--- config.mk ---
export PLATFORM = sky130hd
export DESIGN_NAME = seg_value_sched
export DESIGN_NICKNAME = d
export VERILOG_FILES = /design/src/rtl/seg_sched_pkg.sv /design/src/rtl/seg_rr_next.sv /design/src/rtl/seg_value_sched.sv
export SDC_FILE = /design/constraint.sdc
export NUM_CORES = 1
export LEC_CHECK = 0
export BUFFER_PORTS_ARGS = -buffer_cell sky130_fd_sc_hd__buf_2
export CAP_MARGIN = 20
export CORE_MARGIN = 2
export CORE_UTILIZATION = 45
export CTS_CLUSTER_SIZE = 16
export DETAILED_ROUTE_END_ITERATION = 7
export PLACE_DENSITY = 0.72
export SLEW_MARGIN = 20
export SYNTH_ARGS = -nofsm -noshare
export SYNTH_HDL_FRONTEND = slang
export SYNTH_SLANG_ARGS = --single-unit
--- constraint.sdc ---
create_clock -name clk -period 2 [get_ports clk]
set_input_delay 0.1 -clock clk [delete_from_list [all_inputs] [get_ports clk]]
set_output_delay 0.1 -clock clk [all_outputs]
set_load 0.01 [all_outputs]
--- src/rtl/seg_sched_pkg.sv ---
// Shared types for the segment-display value scheduler.
// SEG_SCHED_PIN_EN adds the PINNED state used by the pin override.
package seg_sched_pkg;

    typedef enum logic [1:0] {
        ST_IDLE   = 2'd0,
        ST_SHOW   = 2'd1
`ifdef SEG_SCHED_PIN_EN
        ,ST_PINNED = 2'd2
`endif
    } sched_state_e;

    localparam logic [15:0] BLANK_VALUE = 16'h0000;

endpackage

--- src/rtl/seg_rr_next.sv ---
// Round-robin finder: first set bit of valid_i strictly after cur_i, wrapping;
// cur_i itself is considered last so a lone valid source reselects itself.
module seg_rr_next #(
    parameter int N  = 4,
    parameter int IW = $clog2(N)
) (
    input  logic [N-1:0]  valid_i,
    input  logic [IW-1:0] cur_i,
    output logic [IW-1:0] nxt_o,
    output logic          found_o
);

    always_comb begin
        nxt_o   = cur_i;
        found_o = |valid_i;
        // Walk farthest-first so the nearest hit is the one that sticks.
        for (int k = N; k >= 1; k--) begin
            if (valid_i[(int'(cur_i) + k) % N]) nxt_o = IW'((int'(cur_i) + k) % N);
        end
    end

endmodule

--- src/rtl/seg_value_sched.sv ---
// Time-slices NUM_SRC requester values onto one registered display value.
// Define SEG_SCHED_PIN_EN to add pin_req/pin_sel and the PINNED override.
module seg_value_sched
    import seg_sched_pkg::*;
#(
    parameter int NUM_SRC     = 4,
    parameter int HOLD_CYCLES = 100_000_000
) (
    input  logic                       clk,
    input  logic                       rst,
    input  logic [NUM_SRC*16-1:0]      src_value,
    input  logic [NUM_SRC-1:0]         src_valid,
`ifdef SEG_SCHED_PIN_EN
    input  logic                       pin_req,
    input  logic [$clog2(NUM_SRC)-1:0] pin_sel,
`endif
    output logic [15:0]                value,
    output logic [$clog2(NUM_SRC)-1:0] src_idx,
    output logic                       active
);

    localparam int IW = $clog2(NUM_SRC);
    localparam int CW = $clog2(HOLD_CYCLES);
    localparam logic [CW-1:0] CNT_LAST = CW'(HOLD_CYCLES - 1);

    sched_state_e  state_q, state_d;
    logic [IW-1:0] sel_q, sel_d;
    logic [CW-1:0] cnt_q, cnt_d;
    logic [15:0]   value_q, value_d;

    logic [IW-1:0] rr_cur, rr_nxt;
    logic          rr_found;

    // From IDLE, searching after the top index yields the lowest valid index.
    assign rr_cur = (state_q == ST_IDLE) ? IW'(NUM_SRC - 1) : sel_q;

    seg_rr_next #(.N(NUM_SRC), .IW(IW)) u_rr (
        .valid_i (src_valid),
        .cur_i   (rr_cur),
        .nxt_o   (rr_nxt),
        .found_o (rr_found)
    );

`ifdef SEG_SCHED_PIN_EN
    logic [IW-1:0] pin_tgt;
    assign pin_tgt = (int'(pin_sel) < NUM_SRC) ? pin_sel : sel_q;
`endif

    always_comb begin
        state_d = state_q;
        sel_d   = sel_q;
        cnt_d   = cnt_q;
        case (state_q)
            ST_IDLE: begin
                if (rr_found) begin
                    state_d = ST_SHOW;
                    sel_d   = rr_nxt;
                    cnt_d   = '0;
                end
            end
            ST_SHOW: begin
                if (!rr_found) begin
                    state_d = ST_IDLE;
                end else if (!src_valid[sel_q] || cnt_q == CNT_LAST) begin
                    // Expiry and drop together still move exactly one step.
                    sel_d = rr_nxt;
                    cnt_d = '0;
                end else begin
                    cnt_d = cnt_q + 1'b1;
                end
            end
`ifdef SEG_SCHED_PIN_EN
            ST_PINNED: begin
                cnt_d = '0;
                if (!rr_found) begin
                    state_d = ST_IDLE;
                end else begin
                    state_d = ST_SHOW;
                    if (!src_valid[sel_q]) sel_d = rr_nxt;
                end
            end
`endif
            default: state_d = ST_IDLE;
        endcase
`ifdef SEG_SCHED_PIN_EN
        if (pin_req) begin
            state_d = ST_PINNED;
            sel_d   = pin_tgt;
            cnt_d   = cnt_q;
        end
`endif
    end

    assign value_d = (state_d == ST_IDLE) ? BLANK_VALUE : src_value[16*sel_d +: 16];

    always_ff @(posedge clk) begin
        if (rst) begin
            state_q <= ST_IDLE;
            sel_q   <= '0;
            cnt_q   <= '0;
            value_q <= BLANK_VALUE;
        end else begin
            state_q <= state_d;
            sel_q   <= sel_d;
            cnt_q   <= cnt_d;
            value_q <= value_d;
        end
    end

    // value feeds seg_display.value as-is; digit scanning lives there.
    assign value   = value_q;
    assign src_idx = sel_q;
    assign active  = (state_q != ST_IDLE);

endmodule

* After elaboration in Yosys (flattened, before gate mapping)
Index checks and enable logic that the tools add are counted.
** Word-level totals
- Bits in registers :: 47
- Bits of input ports :: 70
- Output and inout port bits :: 19
- Word-level logic and storage cells :: 66
** Operators by class
- $add $sub $neg :: 5
- $lt $le $gt $ge :: 5
- Eq/ne operators :: 4
- Shifts and indexed selects :: 1
- Muxes and demuxes :: 30
- Bitwise logic cells :: 4
- Reductions and logical operators :: 13
** Operator list (count)
- $mux 27 :: 3
- $shiftx 64x7->16 :: 1
- $pmux 27 s2 :: 1
- $add 27x1->27 const B :: 1
- $eq 27x27->1 const B :: 1
- $mux 2 :: 10
- $lt 3x4->1 const B :: 4
- $bmux 1 s2 :: 5
- $reduce_or 2->1 :: 5
- $mux 1 :: 9
- $pmux 2 s2 :: 2
- $add 2x1->2 const B :: 2
- $add 2x2->2 const B :: 2
- $and 1x1->1 const A :: 4
- $logic_not 2->1 :: 2
- $ne 2x2->1 const B :: 2
- $reduce_bool 2->1 :: 2
- $reduce_or 4->1 :: 1
- $lt 2x3->1 const B :: 1
- $reduce_and 3->1 :: 1
- $eq 2x1->1 const B :: 1
- $logic_not 1->1 :: 1
- $logic_or 1x1->1 :: 1

* Logic depth before layout (Yosys ltp)
Gate-level depths: netlist (run 1).
- Depth in word-level cells :: 16
- Mapped depth :: 10
- Gate-level depth less buffers :: 8

* Hierarchy
From an unflattened synthesis (run 1), not the netlist that was laid out.
** Unflattened totals
- Cells, all modules :: 433
- Area total of the unflattened synthesis :: 3514.6 µm²
** Modules (own cells, without submodules)
- seg_value_sched :: instances 1, cells each 419, area each 3442.1 µm², seq. area each 940.9 µm²
- seg_rr_next :: instances 1, cells each 14, area each 72.6 µm², seq. area each 0.0 µm²

* Least setup slack after synthesis (run 1)
OpenSTA, ideal clock, no wires.
- Path type :: flip-flop to flip-flop
- Start :: register cnt_q[0]
- End :: register value_q[0], in the netlist value[0]
- Library setup time :: 0.125 ns
- Arrival :: 2.071 ns
- Required time :: 1.875 ns
- Path slack :: -0.196 ns
- Cell stages (with the launch flop) :: 10
- Path buffers :: 1
- Period minus slack after synthesis :: 2.196 ns
- Cell sequence :: dfxtp_1 ha_1 and4_1 nand4_1 o211ai_2 nand2_2 mux2i_4 buf_6 mux2i_1 o22ai_1
** On the way
- Cells in the longest elaborated chain, start to end :: 6
** RTL lines
- start: declaration :: RTL line seg_value_sched.sv:28 : logic [CW-1:0] cnt_q, cnt_d;
- start signal: assignment :: RTL line seg_value_sched.sv:105 : cnt_q <= cnt_d;
- $eq 27x27->1 :: RTL line seg_value_sched.sv:64 : end else if (!src_valid[sel_q] || cnt_q == CNT_LAST) begin
- $logic_or 1x1->1 :: RTL line seg_value_sched.sv:64
- $mux 2 :: RTL line seg_value_sched.sv:64
- $mux 2 :: RTL line seg_value_sched.sv:62 : if (!rr_found) begin
- $pmux 2 s2 :: RTL line seg_value_sched.sv:53 : case (state_q)
- $shiftx 64x7->16 :: RTL line seg_value_sched.sv:94 : assign value_d = (state_d == ST_IDLE) ? BLANK_VALUE : src_value[16*sel_d +: 16];
- end signal: assignment :: RTL line seg_value_sched.sv:106 : value_q <= value_d;
- end: declaration :: RTL line seg_value_sched.sv:29 : logic [15:0] value_q, value_d;
Every way passes these cells.
A chain may end at the register's enable or synchronous reset.

* Worst setup path after layout (run 1)
- Start :: register cnt_q[8]
- End :: register value_q[3], in the netlist value[3]
The elaborated chain is that of the path after synthesis.

==> results of run 1 <==
what timing repair did:
item,CTS,global route
cloned,3,1
pin swaps,12,16
hold endpoints to repair,0,0
buffers inserted,6,3
gates resized for setup,19,23
endpoints found under the setup margin,26,39
worst register-to-register path, cell delays in order, from the launching register on:
cell      delay, ns
dfxtp_1        0.32
nor4_1         0.29
nand4b_1       0.25
o211ai_4       0.26
nand2_2        0.11
mux2i_4        0.21
buf_6          0.17
buf_12         0.13
mux2i_2        0.21
o22ai_1        0.11
synthesized netlist by cell type (all sizes together), types with 2 or more instances:
cell    instances
dfxtp          47
nor2           39
mux2i          33
nand2          22
o22ai          16
a21oi          14
nand4           8
xor2            8
buf             7
o21ai           7
xnor2           7
clkbuf          6
nor4            6
nand3           5
nor3            5
and3            4
inv             4
nand2b          3
a211oi          2
a21boi          2
a31oi           2
and4            2
nand4b          2
nor2b           2
nor3b           2
o211ai          2
o21a            2
layer usage:
metal  vias to the layer above  track usage (%)  routed length [microns]
met5                         -                0                        0
met4                         0            10.35                      155
met3                        14            4.138                      344
met2                        94            44.91                     3938
met1                      1186            25.63                     2734
li1                       1285                -                        -
logic make-up (layout without fill, tap and decap cells):
logic type / after synthesis / after routing / synth area share (%)
AO/OA/AOI/OAI: 54 / 54 / 14.26
XOR/XNOR: 15 / 15 / 5.311
adder cells (fa/ha/maj): 1 / 1 / 0.5057
buffers and inverters: 17 / 159 / 4.501
flip-flops: 47 / 47 / 38.04
multiplexers: 35 / 35 / 15.23
other: 1 / 1 / 0.1516
AND/OR/NAND/NOR: 105 / 105 / 22.00
layout make-up:
class                           instances  area (sq um)  area share (%)
Timing Repair Buffer                  147          1017           27.19
Clock inverter                          1         8.758          0.2341
Tap cell                               70         87.58           2.341
Sequential cell                        47         947.2           25.32
Inverter                                4         15.01          0.4013
Clock buffer                            7         86.33           2.308
Multi-Input combinational cell        211          1579           42.21
stage by stage:
step	cells	area [sq um]	TNS (ns)	setup slack [ns]	hold WS [ns]
after CTS	484	3620	-2.279	-0.1712	0.04998
after global routing	487	3741	-6.469	-0.2458	0.07734
final	487	3741	-2.738	-0.1513	0.05333
after detailed placement	467	3317	-3.555	-0.2333	0.3653
after global placement	467	3317	-3.057	-0.1735	0.3589
after floorplan	275	2496	-2.150	-0.1381	0.1716
registers in the layout, summed over array words and instances, names as in the netlist:
register	flops
value	16
src_idx	2
cnt_q	27
state_q	2
power by group through the flow:
stage	Clock, uW	Sequential (uW)	Combinational, uW
finish	608	991	593
global route	660	995	637
CTS	618	991	577
detailed placement	0	1010	470
global placement	0	1010	462
floorplan	0	1030	285
cell usage in the layout (no fill, tap or decap), drive strengths merged, types with 3 or more instances in the layout:
cell    netlist  final
a21oi        14     14
and3          4      4
buf           7    146
clkbuf        6      8
dfxtp        47     47
inv           4      4
mux2i        33     33
nand2        22     22
nand2b        3      3
nand3         5      5
nand4         8      8
nor2         39     39
nor3          5      5
nor4          6      6
o21ai         7      7
o22ai        16     16
xnor2         7      7
xor2          8      8
final timing paths:
check,to,cells after the start,slack (ns),from
setup / recovery,value[3],9,-0.15,cnt_q[8]
setup reg to reg,value[3],9,-0.15,cnt_q[8]
hold / removal,value[10],3,0.05,src_value[58]
hold reg to reg,cnt_q[21],2,0.53,cnt_q[21]
==> run metrics, run 1 <==
via count 2579; Clk pin slew, worst setup/hold paths 0.09 ns; Post-synth EDFFs 0; chip width 78.14 microns; port bufs 88; Final period util 107.6%; routed vias/inst 5.296; Initial DRC Count 129; I/O pin cnt between 80 and 90; number of diodes 0; VDD IR-drop max ~520 uV; worst-path fanout max 5; first-pass GRT wire length between 10000 and 15000 microns; worst path buffer plus inverter count 2; number of H-tree levels 2; TritonCTS Sinks between 40 and 50; number of antenna violations at the first check in global routing 0; GP Congestion 0.8026; core footprint around 5200 sq um; Comb pwr share about 27%; flops & latches, synth 47; HP Class in2reg; share of layout cells above drive strength 1 between 40% and 50%; WS Path Type reg2reg; CP Capture Type flop; Power Density 585.8 nW/um^2; final wirelength 7172 microns; DIE HEIGHT 78.14 microns; sw frac 27.55%; total CTS buffers 5; final hold vios 0; Yosys warnings 0; total power 2191 uW; Yosys cell types 52; Critical Path AT 2.34 ns; Post-Syn Area 2474 sq um; clock latency on the worst-skew pair 0.31 ns; ys async rst share 0%; crit-path max cell delay between 0.3 and 0.4 ns; Worst Slack Setup Final -0.1513 ns; MaxCap Viol Count 0; # rows 26; unrepaired setup endpoints after global routing yes; kind of start point of the critical path flop; wire per inst roughly 15 microns; antenna viol nets, final 0; post-synth top area share 38.04%; Int Pwr between 1500 and 2000 uW; nets 487; failing checks negative setup slack; synthesized netlist cell count 275; initial core utilization 47.52%; Max Clk Rate 464.8 MHz; largest cells by area after synthesis dfxtp_1, mux2i_1, nor2_1, o22ai_1, nand2_1; Largest delay share family, worst path simple AND/OR/NAND/NOR gates; drt first pass iters 4; # setup viols final 38; register share of total power 45.2%; area of the die between 6000 and 7000 sq um; crit-path cells nor4_1 -> nand4b_1 -> o211ai_4 -> nand2_2 -> mux2i_4 -> buf_6 -> buf_12 -> mux2i_2 -> o22ai_1; Fillers a little under 400; Worst EP required 2.19 ns; Lkg Pwr 0.001773 uW; largest net degree at the start of global routing 18; Final HPWL DP 4988 microns; Post-Syn Area per Cell 8.995 sq um; largest area contributor in the netlist dfxtp_1; CP max stage cell dfxtp_1; Clock power frac 27.7%; Setup Skew 0.007854 ns; Most used DFF post-synth dfxtp_1; fin util ~72%; status finished with violations; Clock Path Buffers 2; Syn Nets 346; vias in the first global route 2564; GR Overflow Total 0; global-route usage over all layers 23.71%; Psw about 600 uW; fin crit period 2.151 ns; P&R area growth vs syn 51.24%; fin. max-slew vios 0; Root Buffer clkbuf_8; CTS Hold Bufs 0; register area share after synthesis 38.04%; CTS tree built; DR DRC count 0
Note: power is estimated with default switching activity, not from simulation.
==> inputs of run 2 (changes only) <==
--- a/config.mk
+++ b/config.mk
@@ -11,6 +11,7 @@
 export CORE_UTILIZATION = 45
 export CTS_CLUSTER_SIZE = 16
 export DETAILED_ROUTE_END_ITERATION = 7
+export MAX_ROUTING_LAYER = met4
 export PLACE_DENSITY = 0.72
 export SLEW_MARGIN = 20
 export SYNTH_ARGS = -nofsm -noshare
==> run 2 against run 1 <==
  * The run still ends with negative setup slack left
  * Worst hold slack got worse by 0.0046 ns
  * Combinational power about the same
  * Sequential share of layout area did not move
  * Setup slack gained 0.0065 ns
  * Core utilization is the same
  * Count of clock-buffer cells in the layout is the same
  * Wire length up 1.1%
  * Clock power is 0.7% higher
  * Via count grew 0.31%
  * Non-clock buffer count unchanged
  * Final area unchanged
  * Die area is the same
  * Critical endpoint unchanged
  * Largest cell class unchanged
  * Largest power group unchanged
==> run metrics, run 2 (synthesis results as in run 1) <==
R2R Setup Slk -0.14 ns; unrepaired setup endpoints after global routing yes; initial core utilization 47.52%; HP Class in2reg; commonest cells after routing, fill and taps aside buf_2, buf_4, dfxtp_1; CTS tree built; Post-Place Worst Slack -0.2333 ns; port bufs 88; Worst R2R Path Depth 9; hold path depth 3; Max Clk Rate approximately 470 MHz; status finished with violations; Worst Slack Setup Final -0.1448 ns; Clock Path Buffers 2; core footprint 5205 sq um; max reg flops 27; largest net degree at the start of global routing 18; VDD IR-drop max roughly 520 uV; total power 2197 uW; number of H-tree levels 2; antenna viol nets, final 0; fin util 71.88%; failing checks negative setup slack; Top reg by flops cnt_q; GP Congestion 0.8143; DIE HEIGHT 78.14 microns; WS Path Type reg2reg; Root Buffer clkbuf_8; number of antenna violations at the first check in global routing 0; fin crit period 2.145 ns; MaxCap Viol Count 0; Critical Path AT 2.33 ns; via count 2587; number of diodes 0; nets 487; Final HPWL DP 4988 microns; I/O pin cnt 89; global-route usage over all layers approximately 24%; design area between 3000 and 4000 sq um; # setup viols final 37; kind of start point of the critical path flop; Layout Cells excl Fill 487; vias in the first global route 2570; TritonCTS Sinks 47; fin. max-slew vios 0; # rows 26; Final period util 107.2%; Setup Skew 0.008973 ns; total CTS buffers 5; chip width approximately 80 microns; Initial DRC Count approximately 130; P&R area growth vs syn 51.24%; first-pass GRT wire length 11510 microns; placed cell area about 3300 sq um; Worst EP required around 2.2 ns; most common cell after layout, fill and taps aside buf_2; DP Cell Count 467; worst-path fanout max 5; drt first pass iters 4; area of the die about 6100 sq um; share of layout cells above drive strength 1 46.04%; clock latency on the worst-skew pair slightly above 0.3 ns; final wirelength 7250 microns; routed vias/inst 5.312; CP Capture Type flop; GR Overflow Total 0; Power Density 587.2 nW/um^2; Clk pin slew, worst setup/hold paths around 0.090 ns; final hold vios 0; wire per inst 14.89 microns; Lkg Pwr 0.001773 uW; DR DRC count 0
[run 2: cell counts in the layout (fill, tap and decap cells not counted)]
Identical to the previous run, type by type.
[run 2: metrics by stage]
| step | hold slack (ns) | TNS, ns |
|---|---|---|
| 4_1_cts | 0.04998 | -2.279 |
| 2_1_floorplan | 0.1716 | -2.150 |
| 3_3_place_gp | 0.3589 | -3.057 |
| 6_report | 0.04873 | -2.467 |
| 5_1_grt | 0.07734 | -6.438 |
| 3_5_place_dp | 0.3653 | -3.555 |
[run 2: final cells by class]
class | instances | area [sq um]
Tap cell | 70 | 87.58
Timing Repair Buffer | 147 | 1017
Clock buffer | 7 | 86.33
Clock inverter | 1 | 8.758
Sequential cell | 47 | 947.2
Fill cell | 390 | 1464
Inverter | 4 | 15.01
Multi-Input combinational cell | 211 | 1579
[run 2: critical path, stage by stage, from the launching register on]
cell and delay [ns]:
dfxtp_1 0.32, nor4_1 0.29, nand4b_1 0.24, o211ai_4 0.25
nand2_2 0.11, mux2i_4 0.21, buf_6 0.17, buf_12 0.13
mux2i_2 0.21, o22ai_1 0.11
[run 2: path summary, 6_finish.rpt]
kind	startpoint	endpoint
hold reg to reg	cnt_q[21]	cnt_q[21]
hold / removal	src_value[58]	value[10]
setup reg to reg	cnt_q[8]	value[3]
setup / recovery	cnt_q[8]	value[3]
[run 2: what timing repair did]
| action | CTS | global route |
|---|---|---|
| pin swaps | 12 | 16 |
| gates cloned | 3 | 1 |
| endpoints found under the setup margin | 26 | 39 |
| resized for setup | 19 | 23 |
| buffers inserted | 6 | 3 |
| hold buffers | 0 | 0 |
[run 2: power by group]
part           total [uW]  switching [uW]  internal [uW]
logic                 594             263            331
registers             991            17.3            973
clock network         612             328            284
[run 2: per-layer routing]
layer | vias to the layer above | wire length (microns) | GRT usage [%]
met1 | 1197 | 2833 | 25.92
met3 | 17 | 312 | 3.678
met4 | 0 | 187 | 10.35
met2 | 92 | 3918 | 44.91
li1 | 1281 | - | -
met5 | - | 0 | -
==> inputs of run 3 (changes only) <==
--- a/config.mk
+++ b/config.mk
@@ -8,11 +8,12 @@
 export BUFFER_PORTS_ARGS = -buffer_cell sky130_fd_sc_hd__buf_2
 export CAP_MARGIN = 20
 export CORE_MARGIN = 2
-export CORE_UTILIZATION = 45
+export CORE_UTILIZATION = 46
+export CTS_BUF_LIST = sky130_fd_sc_hd__clkbuf_2
 export CTS_CLUSTER_SIZE = 16
 export DETAILED_ROUTE_END_ITERATION = 7
 export MAX_ROUTING_LAYER = met4
-export PLACE_DENSITY = 0.72
+export PLACE_DENSITY = 0.74
 export SLEW_MARGIN = 20
 export SYNTH_ARGS = -nofsm -noshare
 export SYNTH_HDL_FRONTEND = slang
==> run 3 against run 2 <==
  * The run still ends with negative setup slack left
  * Clock skew up 0.049 ns
  * Sequential power about the same
  * Cell count up 15%
  * Final area up 21%
  * Critical endpoint is now value[7]
==> run metrics, run 3 (synthesis results as in run 1) <==
GP Congestion 0.8795; most common cell after layout, fill and taps aside buf_2; routed vias/inst 6.859; worst-path fanout max 4; final wirelength ~15000 microns; vias in the first global route 3517; Critical Path AT between 3 and 4 ns; VDD IR-drop max 349.9 uV; Initial DRC Count about 800; unrepaired setup endpoints after global routing yes; number of H-tree levels 2; Worst slew margin 63.75%; CTS tree built; Lkg Pwr 0.002066 uW; nets 560; # rows 26; Final HPWL DP 4979 microns; I/O pin cnt 89; antenna viol nets, final 0; commonest cells after routing, fill and taps aside buf_2, dlygate4sd3_1, buf_4; core footprint ~5000 sq um; Clock Path Buffers 2; Root Buffer clkbuf_2; drt first pass iters 6; first-pass GRT wire length roughly 19000 microns; wire per inst 27.01 microns; total CTS buffers 5; CP max stage cell dfxtp_2; max reg flops 27; Setup TNS -19.10 ns; number of diodes 0; Post-Place Worst Slack -0.2343 ns; # setup viols final 45; clock latency on the worst-skew pair 0.52 ns; Worst EP required 2.39 ns; initial core utilization 48.13%; TritonCTS Sinks 47; MaxCap Viol Count 0; share of layout cells above drive strength 1 45.10%; DR DRC count 0; HP Class in2reg; number of antenna violations at the first check in global routing 0; Hold Path Sink src_idx[0]; port bufs 88; largest net degree at the start of global routing 17; GR Overflow Total 0; start point of the worst hold path src_valid[2]; R2R Setup Slk -0.67 ns; fin util 87.93%; Worst Slack Setup Final -0.6708 ns; via count 3841; reg2reg end value[7]; Worst R2R Path Depth 10; P&R area growth vs syn 82.70%; fin. max-slew vios 0; status finished with violations; Final period util 133.5%; fin crit period 2.671 ns; crit-path cells ha_4 -> and4_4 -> nand4_1 -> o211ai_4 -> nand2_2 -> mux2i_4 -> buf_12 -> buf_16 -> mux2i_1 -> o22ai_1; failing checks negative setup slack; Setup Skew slightly below 0.06 ns; Clk pin slew, worst setup/hold paths 0.34 ns; WS Path Type reg2reg; chip width 77.33 microns; hold path depth 4; CP Capture Type flop; kind of start point of the critical path flop; crit-path max cell delay ~0.45 ns; global-route usage over all layers between 40% and 50%; hold_ws 0.2927 ns; worst slew pin tran 0.5418 ns; Top reg by flops cnt_q; Power Density 521.3 nW/um^2; DIE HEIGHT 77.33 microns; Max Clk Rate about 370 MHz; final hold vios 0; area of the die 5980 sq um; Worst R2R Start cnt_q[0]
run 3: cell types whose count changed in the layout (fill, tap and decap cells not counted), moves of 3 or more:
cell | previous run | this run
o22ai_1 | 16 | 13
mux2i_4 | 1 | 4
o22ai_2 | 0 | 3
buf_4 | 45 | 51
nor2_1 | 36 | 33
dfxtp_1 | 42 | 39
dlygate4sd3_1 | 0 | 65
clkbuf_2 | 0 | 6
clkbuf_8 | 6 | 0
mux2i_1 | 29 | 26
run 3: worst max-delay path by stage:
| stage | cells after the start | start | end |
|---|---|---|---|
| 3_5_place_dp | 8 | cnt_q[12] | value[9] |
| 3_3_place_gp | 8 | cnt_q[12] | value[13] |
| 6_report | 10 | cnt_q[0] | value[7] |
| 5_1_grt | 9 | cnt_q[8] | value[2] |
| 4_1_cts | 10 | cnt_q[1] | value[2] |
| 2_1_floorplan | 8 | src_idx[1] | value[14] |
run 3: routing by layer:
| metal | wire, microns | vias to the layer above | GRT usage [%] |
|---|---|---|---|
| li1 | - | 1425 | - |
| met1 | 4958 | 1704 | 52.45 |
| met2 | 6182 | 513 | 60.78 |
| met3 | 2335 | 199 | 10.00 |
| met4 | 1647 | 0 | 23.21 |
| met5 | 0 | - | - |
run 3: worst max-delay path: cells and delay by family, from the launching register on:
family	cells	cell delay [ns]
buf+inv	2	0.30
mux	2	0.57
fa+ha+maj	1	0.15
simple gates	3	0.59
compound gates	2	0.48
flops	1	0.45
run 3: metrics by stage:
stage                     power (uW)  cell area, sq um  instances
after floorplan                 1312              2496        275
after global placement          1467              3304        467
after detailed placement        1476              3304        467
after CTS                       2064              4193        551
after global routing            2357              4519        560
final                           2356              4519        560
run 3: cell type report:
| type | count | area, sq um |
|---|---|---|
| multi-input cells | 211 | 1690 |
| flip-flops and latches | 47 | 953.4 |
| fillers | 225 | 620.6 |
| inverters | 4 | 15.01 |
| well taps | 70 | 87.58 |
| repair buffers | 220 | 1730 |
| clock inverters | 2 | 12.51 |
| clock buffers | 6 | 30.03 |
run 3: power by group:
| group | switching (uW) | internal, uW |
|---|---|---|
| Sequential | 32.0 | 980 |
| Clock | 396 | 88.6 |
| Combinational | 412 | 448 |
run 3: what timing repair did:
action / 4_1_cts / 5_1_grt
pin swaps: 12 / 14
resized for setup: 13 / 63
cloned: 3 / 2
endpoints found under the setup margin: 28 / 45
hold buffers: 65 / 0
buffers inserted: 8 / 10
hold endpoints to repair: 20 / 0
